==> config.mk <==
export PLATFORM = sky130hd
export DESIGN_NAME = mem_port_arbiter
export DESIGN_NICKNAME = d
export VERILOG_FILES = /design/src/rtl/mem_port_arbiter.sv
export SDC_FILE = /design/constraint.sdc
export NUM_CORES = 1
export LEC_CHECK = 0
export ABC_AREA = 1
export CORE_ASPECT_RATIO = 1.4
export CORE_MARGIN = 2
export CORE_UTILIZATION = 39
export CTS_CLUSTER_DIAMETER = 120
export DETAILED_ROUTE_END_ITERATION = 10
export HOLD_SLACK_MARGIN = 0.15
export PLACE_DENSITY = 0.88
export SETUP_SLACK_MARGIN = 0.4
export SLEW_MARGIN = 20
export SYNTH_ARGS = -nofsm -noshare
export SYNTH_HDL_FRONTEND = slang
export SYNTH_SLANG_ARGS = --single-unit
export TNS_END_PERCENT = 1
==> constraint.sdc <==
create_clock -name clk_i -period 4.1 [get_ports clk_i]
set_input_delay 1.23 -clock clk_i [delete_from_list [all_inputs] [get_ports clk_i]]
set_output_delay 1.23 -clock clk_i [all_outputs]
set_load 0.05 [all_outputs]
==> src/rtl/mem_port_arbiter.sv <==
// Shares one memory port between IF and DM, one access in flight; DM priority with IF anti-starvation.
// Grant and mem_req_o appear the cycle after arbitration; rvalid the cycle after ack or timeout abort.
module mem_port_arbiter #(
  parameter int ADDR_W     = 32,
  parameter int DATA_W     = 32,
  parameter int STARVE_MAX = 3,
  parameter int TIMEOUT    = 15
) (
  input  logic              clk_i,
  input  logic              rst_i,
  input  logic              start_i,
  input  logic              if_req_i,
  input  logic [ADDR_W-1:0] if_addr_i,
  output logic              if_gnt_o,
  output logic              if_rvalid_o,
  input  logic              dm_req_i,
  input  logic              dm_we_i,
  input  logic [ADDR_W-1:0] dm_addr_i,
  input  logic [DATA_W-1:0] dm_wdata_i,
  output logic              dm_gnt_o,
  output logic              dm_rvalid_o,
  output logic [DATA_W-1:0] rdata_o,
  output logic              err_o,
  output logic              mem_req_o,
  output logic              mem_we_o,
  output logic [ADDR_W-1:0] mem_addr_o,
  output logic [DATA_W-1:0] mem_wdata_o,
  input  logic [DATA_W-1:0] mem_rdata_i,
  input  logic              mem_ack_i,
  output logic              busy_o
);

  typedef enum logic {IDLE = 1'b0, WAIT = 1'b1} state_t;

  localparam logic [31:0]       ABORT_WORD = 32'hDEADBEEF;
  localparam logic [DATA_W-1:0] ABORT_DATA = {(DATA_W/32){ABORT_WORD}};
  localparam logic [3:0]        STARVE_LIM = 4'(STARVE_MAX);
  localparam logic [7:0]        WAIT_LAST  = 8'(TIMEOUT - 1);

  state_t     state_q;
  logic       owner_if_q;
  logic [3:0] starve_q, starve_d;
  logic [7:0] wait_q;
  logic       arb_go;
  logic       if_wins;

  always_comb begin
    arb_go   = (state_q == IDLE) && start_i && (if_req_i || dm_req_i);
    if_wins  = if_req_i && (!dm_req_i || (starve_q == STARVE_LIM));
    starve_d = starve_q;
    if (if_wins) begin
      starve_d = '0;
    end else if (if_req_i && (starve_q != STARVE_LIM)) begin
      starve_d = starve_q + 4'd1;
    end
  end

  assign busy_o = (state_q == WAIT);

  always_ff @(posedge clk_i or negedge rst_i) begin
    if (!rst_i) begin
      state_q     <= IDLE;
      owner_if_q  <= 1'b0;
      starve_q    <= '0;
      wait_q      <= '0;
      if_gnt_o    <= 1'b0;
      dm_gnt_o    <= 1'b0;
      if_rvalid_o <= 1'b0;
      dm_rvalid_o <= 1'b0;
      err_o       <= 1'b0;
      rdata_o     <= '0;
      mem_req_o   <= 1'b0;
      mem_we_o    <= 1'b0;
      mem_addr_o  <= '0;
      mem_wdata_o <= '0;
    end else begin
      if_gnt_o    <= 1'b0;
      dm_gnt_o    <= 1'b0;
      if_rvalid_o <= 1'b0;
      dm_rvalid_o <= 1'b0;
      err_o       <= 1'b0;
      case (state_q)
        IDLE: begin
          if (arb_go) begin
            state_q     <= WAIT;
            owner_if_q  <= if_wins;
            starve_q    <= starve_d;
            wait_q      <= '0;
            mem_req_o   <= 1'b1;
            mem_we_o    <= if_wins ? 1'b0 : dm_we_i;
            mem_addr_o  <= if_wins ? if_addr_i : dm_addr_i;
            mem_wdata_o <= if_wins ? '0 : dm_wdata_i;
            if_gnt_o    <= if_wins;
            dm_gnt_o    <= !if_wins;
          end
        end
        WAIT: begin
          // Ack beats a timeout landing on the same edge.
          if (mem_ack_i) begin
            state_q     <= IDLE;
            mem_req_o   <= 1'b0;
            if (!mem_we_o) rdata_o <= mem_rdata_i;
            if_rvalid_o <= owner_if_q;
            dm_rvalid_o <= !owner_if_q;
          end else if (wait_q == WAIT_LAST) begin
            state_q     <= IDLE;
            mem_req_o   <= 1'b0;
            rdata_o     <= ABORT_DATA;
            err_o       <= 1'b1;
            if_rvalid_o <= owner_if_q;
            dm_rvalid_o <= !owner_if_q;
          end else begin
            wait_q <= wait_q + 8'd1;
          end
        end
        default: state_q <= IDLE;
      endcase
    end
  end

endmodule

==> results.txt, run 1 <==
Status: finished clean
Syn nets: 741
Row count: 49
Core box area: 12800 µm²
Worst-path cell chain: clkdlybuf4s50_1
Crit path depth: 1
Die ar.: 13900 µm²
Placed Area: 7570 µm²
Worst Setup SP: busy_o
Sw frac: 41.0%
Critical path class: reg -> out
All-Layer GR Usage: 21.7%
Cell area power density: 663 nW/µm²
Vias per cell: 4.84
Flop pwr share: 30.7%
Vias in the first global route: 4998
# clock sinks: 117
Worst EP arrival: 1720 ps
Setup TNS: 0 ps
Sequential share of the synthesized area: 58.0%
Worst Hold Class: reg -> reg
Max Clk Rate: 339 MHz
Final Cell Area: 8150 µm²
Fin crit share: 72.0%
Top Ports: 239
Drt pass-1 iters: 6
Mapped cell area: 5050 µm²
Final critical-path required period: 2950 ps
Initial antenna violation count: 1
Via count: 4865
Clock transition at path regs: 50 ps
Max stage delay on crit path: 850 ps
RSZ-0062 raised after global routing: false
CP required: 2870 ps
Worst skew pair latency: 410 ps
Most frequent cells in the layout: nand2_1, clkdlybuf4s50_1, dfrtp_1, nand3_1, or2_2
Relative slew slack: 44.3%
Top post-synthesis cells by area: dfrtp_1, nand2_1, nand3_1, or2_2, inv_1
Commonest non-fill, non-tap cell in the layout: nand2_1
Clk_skew: 9.94 ps
#FFs+latches synth: 117
Setup crit end kind: output port
Slew @ Worst Pin: 836 ps
Diode count: 0
Final wirelength: 14.7 mm
Input/output buffers: 238
Crit path max-delay cell type: clkdlybuf4s50_1
Post-CTS Resized: 0
Synthesized instance count: 603
R2r worst-path depth: 9
Worst Path Buf+Inv: 1
NetSw: 2220 µW
Chip width: 100 µm
CP Launch Type: flip-flop
# Post-CTS Setup Buffers: 0
First DRT Iteration DRCs: 198
Reg2reg start: wait_q[0]
Layout cells sized above 1: 8.45%
Clock share of power: 27.4%
Final setup fails: 0
CTS Buffer Depth: 2
H-Tree Depth: 4
Final hold vios: 0
Final net count: 978
Starting density of the core: 39.6%
GPL Wtd Cong: 0.798
# DRC: 0
Routed Antenna Nets: 0
Die Y: 139 µm
Flop2flop setup slack: 2050 ps
Fill cells: 1012
CTS buffer count: 17
Global-route wire length before repair: 24.0 mm
Cell variety after synth: 26
Worst vdd ir: 321 µV
Clock Root Buffer: clkbuf_16
CP Capture Point: busy_o
Syn Area/Cell: 8.38 µm²
Max_cap viols: 0
TritonCTS clock tree: done
Internal power: 3190 µW
Crit-path max FO: 6
Largest net degree at the start of global routing: 72
Remaining global-route overflow: 0
Top-area cell type share of the netlist area: 58.0%
Combinational power share: 41.9%
Synth warnings: 0
Hpwl dp: 10.3 mm
Hold_buf cts: 0
Critical path's top delay family: buffers and inverters
Leakage power: 0.00387 µW
Area delta synth->final: 61.4%
DR WL/cell: 14.6 µm
Synth area leader: dfrtp_1
Reg-to-Reg End: rdata_o[26]
Slew Viols, Final: 0
==> worst min path at each step <==
stage,from,endpoint,slack (ps),cells after the start
floorplan,owner_if_q,dm_rvalid_o,400,1
global placement,owner_if_q,dm_rvalid_o,410,1
detailed placement,owner_if_q,dm_rvalid_o,420,1
CTS,owner_if_q,dm_rvalid_o,430,1
global route,owner_if_q,dm_rvalid_o,430,1
finish,owner_if_q,dm_rvalid_o,430,1
==> stage by stage <==
stage	hold slack, ps	setup WS, ps	total power, µW	utilization, %	std cells
after floorplan	403	1910	3060	-	603
after global placement	411	1040	3900	59.3	974
after detailed placement	419	995	3940	59.3	974
after CTS	428	1130	5450	63.9	1005
after global routing	435	1090	5640	63.9	1005
final	427	1150	5410	63.9	1005
==> cell usage after synthesis <==
library cell	count
nand2_1	297
dfrtp_1	117
nand3_1	77
or2_2	24
inv_1	17
nor2_1	16
clkbuf_1	13
buf_2	7
buf_4	6
o21ai_0	5
ha_1	3
inv_2	3
a21oi_1	2
nand2_2	2
nand4_1	2
nor3b_1	2
buf_6	1
nand4_2	1
nor2_2	1
nor2_4	1
o21a_1	1
o21ai_2	1
o21ai_4	1
o21bai_1	1
o22ai_1	1
xor2_1	1
==> final cells by class <==
type	instances	area [µm²]	area share [%]
inverter	20	75.1	0.921
clock buffer	18	429	5.26
sequential	117	2930	35.9
tap	153	191	2.35
timing repair buffer	245	2460	30.1
multi-input combinational	439	1920	23.5
clock inverter	13	158	1.93
==> logic make-up after synthesis <==
| family | after synthesis | synth area share [%] |
|---|---|---|
| buf+inv | 47 | 4.26 |
| simple gates | 423 | 35.2 |
| xor+xnor | 1 | 0.173 |
| compound gates | 12 | 1.61 |
| flops | 117 | 58.0 |
| fa+ha+maj | 3 | 0.743 |
==> state kept, by name, indices dropped and copies added, names as in the netlist, 4 cells and up <==
| signal | flops |
|---|---|
| mem_addr_o | 32 |
| mem_wdata_o | 32 |
| rdata_o | 32 |
| wait_q | 8 |
| starve_q | 4 |
==> worst reg2reg max path, stage by stage, from the launching register on <==
cell     delay (ps)
dfrtp_1         390
inv_1           100
ha_1            210
nand3_1         150
inv_1            70
nand4_2          60
buf_4           330
nand2_2         370
nand2_1         180
nand2_1          70
==> power by group through the flow <==
stage / logic (µW) / clock network [µW] / registers, µW
6_report: 2260 / 1480 / 1660
3_5_place_dp: 2260 / 0 / 1670
2_1_floorplan: 391 / 0 / 2670
5_1_grt: 2390 / 1560 / 1700
4_1_cts: 2280 / 1510 / 1660
3_3_place_gp: 2240 / 0 / 1660
==> routing by layer <==
| metal | GRT usage (%) | share of wire [%] |
|---|---|---|
| met5 | 0 | 0 |
| met4 | 8.58 | 2.5 |
| met3 | 7.31 | 8.6 |
| met2 | 38.1 | 51 |
| met1 | 23.9 | 38 |
No activity file was read; power rests on OpenSTA's default activity.
==> inputs of run 2 (changes only) <==
==> constraint.sdc (replaced) <==
create_clock -name clk_i -period 2.82 [get_ports clk_i]
set_input_delay 0.846 -clock clk_i [delete_from_list [all_inputs] [get_ports clk_i]]
set_output_delay 0.846 -clock clk_i [all_outputs]
set_load 0.05 [all_outputs]
==> results.txt, run 2 (synthesis gave the netlist of run 1 again) <==
Status: finished clean
Final wirelength: 14.8 mm
DR WL/cell: 14.6 µm
Remaining global-route overflow: 0
Clock Root Buffer: clkbuf_16
Max stage delay on crit path: 850 ps
Top Ports: 239
Final net count: 980
Starting density of the core: 39.6%
CP Launch Type: flip-flop
Layout cells sized above 1: 8.89%
TritonCTS clock tree: done
Relative slew slack: 58.9%
Slew Viols, Final: 0
Die Y: 139 µm
Most frequent cells in the layout: nand2_1, clkdlybuf4s50_1, dfrtp_1, nand3_1, or2_2
Worst EP arrival: 1620 ps
Met3 usage: 7.36%
Worst vdd ir: 500 µV
# DRC: 0
CP required: 1970 ps
Biggest regs: mem_addr_o (32), mem_wdata_o (32), rdata_o (32)
Crit-path max FO: 2
Crit path depth: 1
Row count: 49
Met1 Use GR: 24.3%
Reg-to-Reg End: mem_wdata_o[24]
Critical path class: reg -> out
Via count: 4897
Vias per cell: 4.85
Setup crit end kind: output port
Critical path's top delay family: buffers and inverters
Met2 usage: 38.2%
Drt pass-1 iters: 4
Worst Hold Class: reg -> reg
Worst Path Buf+Inv: 1
CTS buffer count: 17
Commonest non-fill, non-tap cell in the layout: nand2_1
Global-route wire length before repair: 23.9 mm
R2r worst-path depth: 8
Core box area: 12800 µm²
# clock sinks: 117
Fin crit share: 87.4%
Largest net degree at the start of global routing: 118
Vias in the first global route: 4930
Reg2reg start: busy_o
Chip width: 100 µm
Input/output buffers: 238
Max_cap viols: 0
Max Clk Rate: 406 MHz
Fill cells: 1042
Cell area power density: 982 nW/µm²
Slew @ Worst Pin: 616 ps
CTS Buffer Depth: 2
All-Layer GR Usage: 21.7%
Crit path max-delay cell type: clkdlybuf4s50_1
Area delta synth->final: 64.0%
Leakage power: 0.00395 µW
Clock transition at path regs: 60 ps
Routed Antenna Nets: 0
Min-Delay Path Depth: 1
Hold_sp: owner_if_q
Final setup fails: 0
Worst-path cell chain: clkdlybuf4s50_1
Setup TNS: 0 ps
Worst skew pair latency: 410 ps
Final hold vios: 0
Busiest grt layer: met2
RSZ-0062 raised after global routing: true
Initial antenna violation count: 1
GPL Wtd Cong: 0.802
Flop2flop setup slack: 1200 ps
H-Tree Depth: 4
# Post-CTS Setup Buffers: 0
Final critical-path required period: 2460 ps
Pre-CTS setup slack: 374 ps
First DRT Iteration DRCs: 188
Die ar.: 13900 µm²
Clk_skew: 8.87 ps
Final worst slack: 356 ps
Hpwl dp: 10.4 mm
Hold path endpoint: dm_rvalid_o
run 2: layout make-up:
cell class              count  area [µm²]  area share (%)
well taps                 153         191            2.31
repair buffers            247        2500            30.2
clock inverters            13         219            2.64
diodes                      1        2.50          0.0302
multi-input cells         439        1920            23.1
clock buffers              19         453            5.47
flip-flops and latches    117        2930            35.3
inverters                  20        75.1           0.906
run 2: layer usage:
layer  share of wire [%]  vias up  wire length, µm
met1                  38     2293             5640
met2                  52      212             7620
met3                 8.1       24             1200
met4                 2.0        0              296
met5                   0        -                0
li1                    -     2368                -
run 2: timing repair:
item	CTS	global route
hold buffers	0	0
resized for setup	1	1
endpoints found under the setup margin	88	100
pin swaps	0	0
run 2: worst max path at each step:
stage                               from              to  slack [ps]
after floorplan                 dm_req_i  mem_addr_o[25]        1010
after global placement           start_i        mem_we_o         440
after detailed placement         start_i   mem_addr_o[0]         370
after CTS                      mem_req_o       mem_req_o         330
after global routing      mem_addr_o[11]  mem_addr_o[11]         310
final                          mem_req_o       mem_req_o         360
run 2: worst reg2reg max path, delay by kind of cell (launching register included):
family	cells	cell delay, ps
buffers and inverters	3	450
AND/OR/NAND/NOR	4	550
AO/OA/AOI/OAI	1	100
flip-flops	1	460
run 2: metrics by stage:
step | util (%) | power, µW | hold WS, ps | instance area, µm² | std cells
4_1_cts | 64.9 | 8220 | 440 | 8280 | 1008
3_5_place_dp | 59.7 | 5740 | 415 | 7610 | 976
3_3_place_gp | 59.7 | 5680 | 409 | 7610 | 976
2_1_floorplan | - | 4450 | 403 | 5050 | 603
6_report | 65.0 | 8140 | 435 | 8280 | 1009
5_1_grt | 64.9 | 8510 | 472 | 8280 | 1008
run 2: power by group:
group	total, µW	leakage (µW)	internal, µW	switching, µW
sequential	2410	0.00147	2130	272
clock	2430	0.000325	1630	799
combinational	3300	0.00216	1130	2180
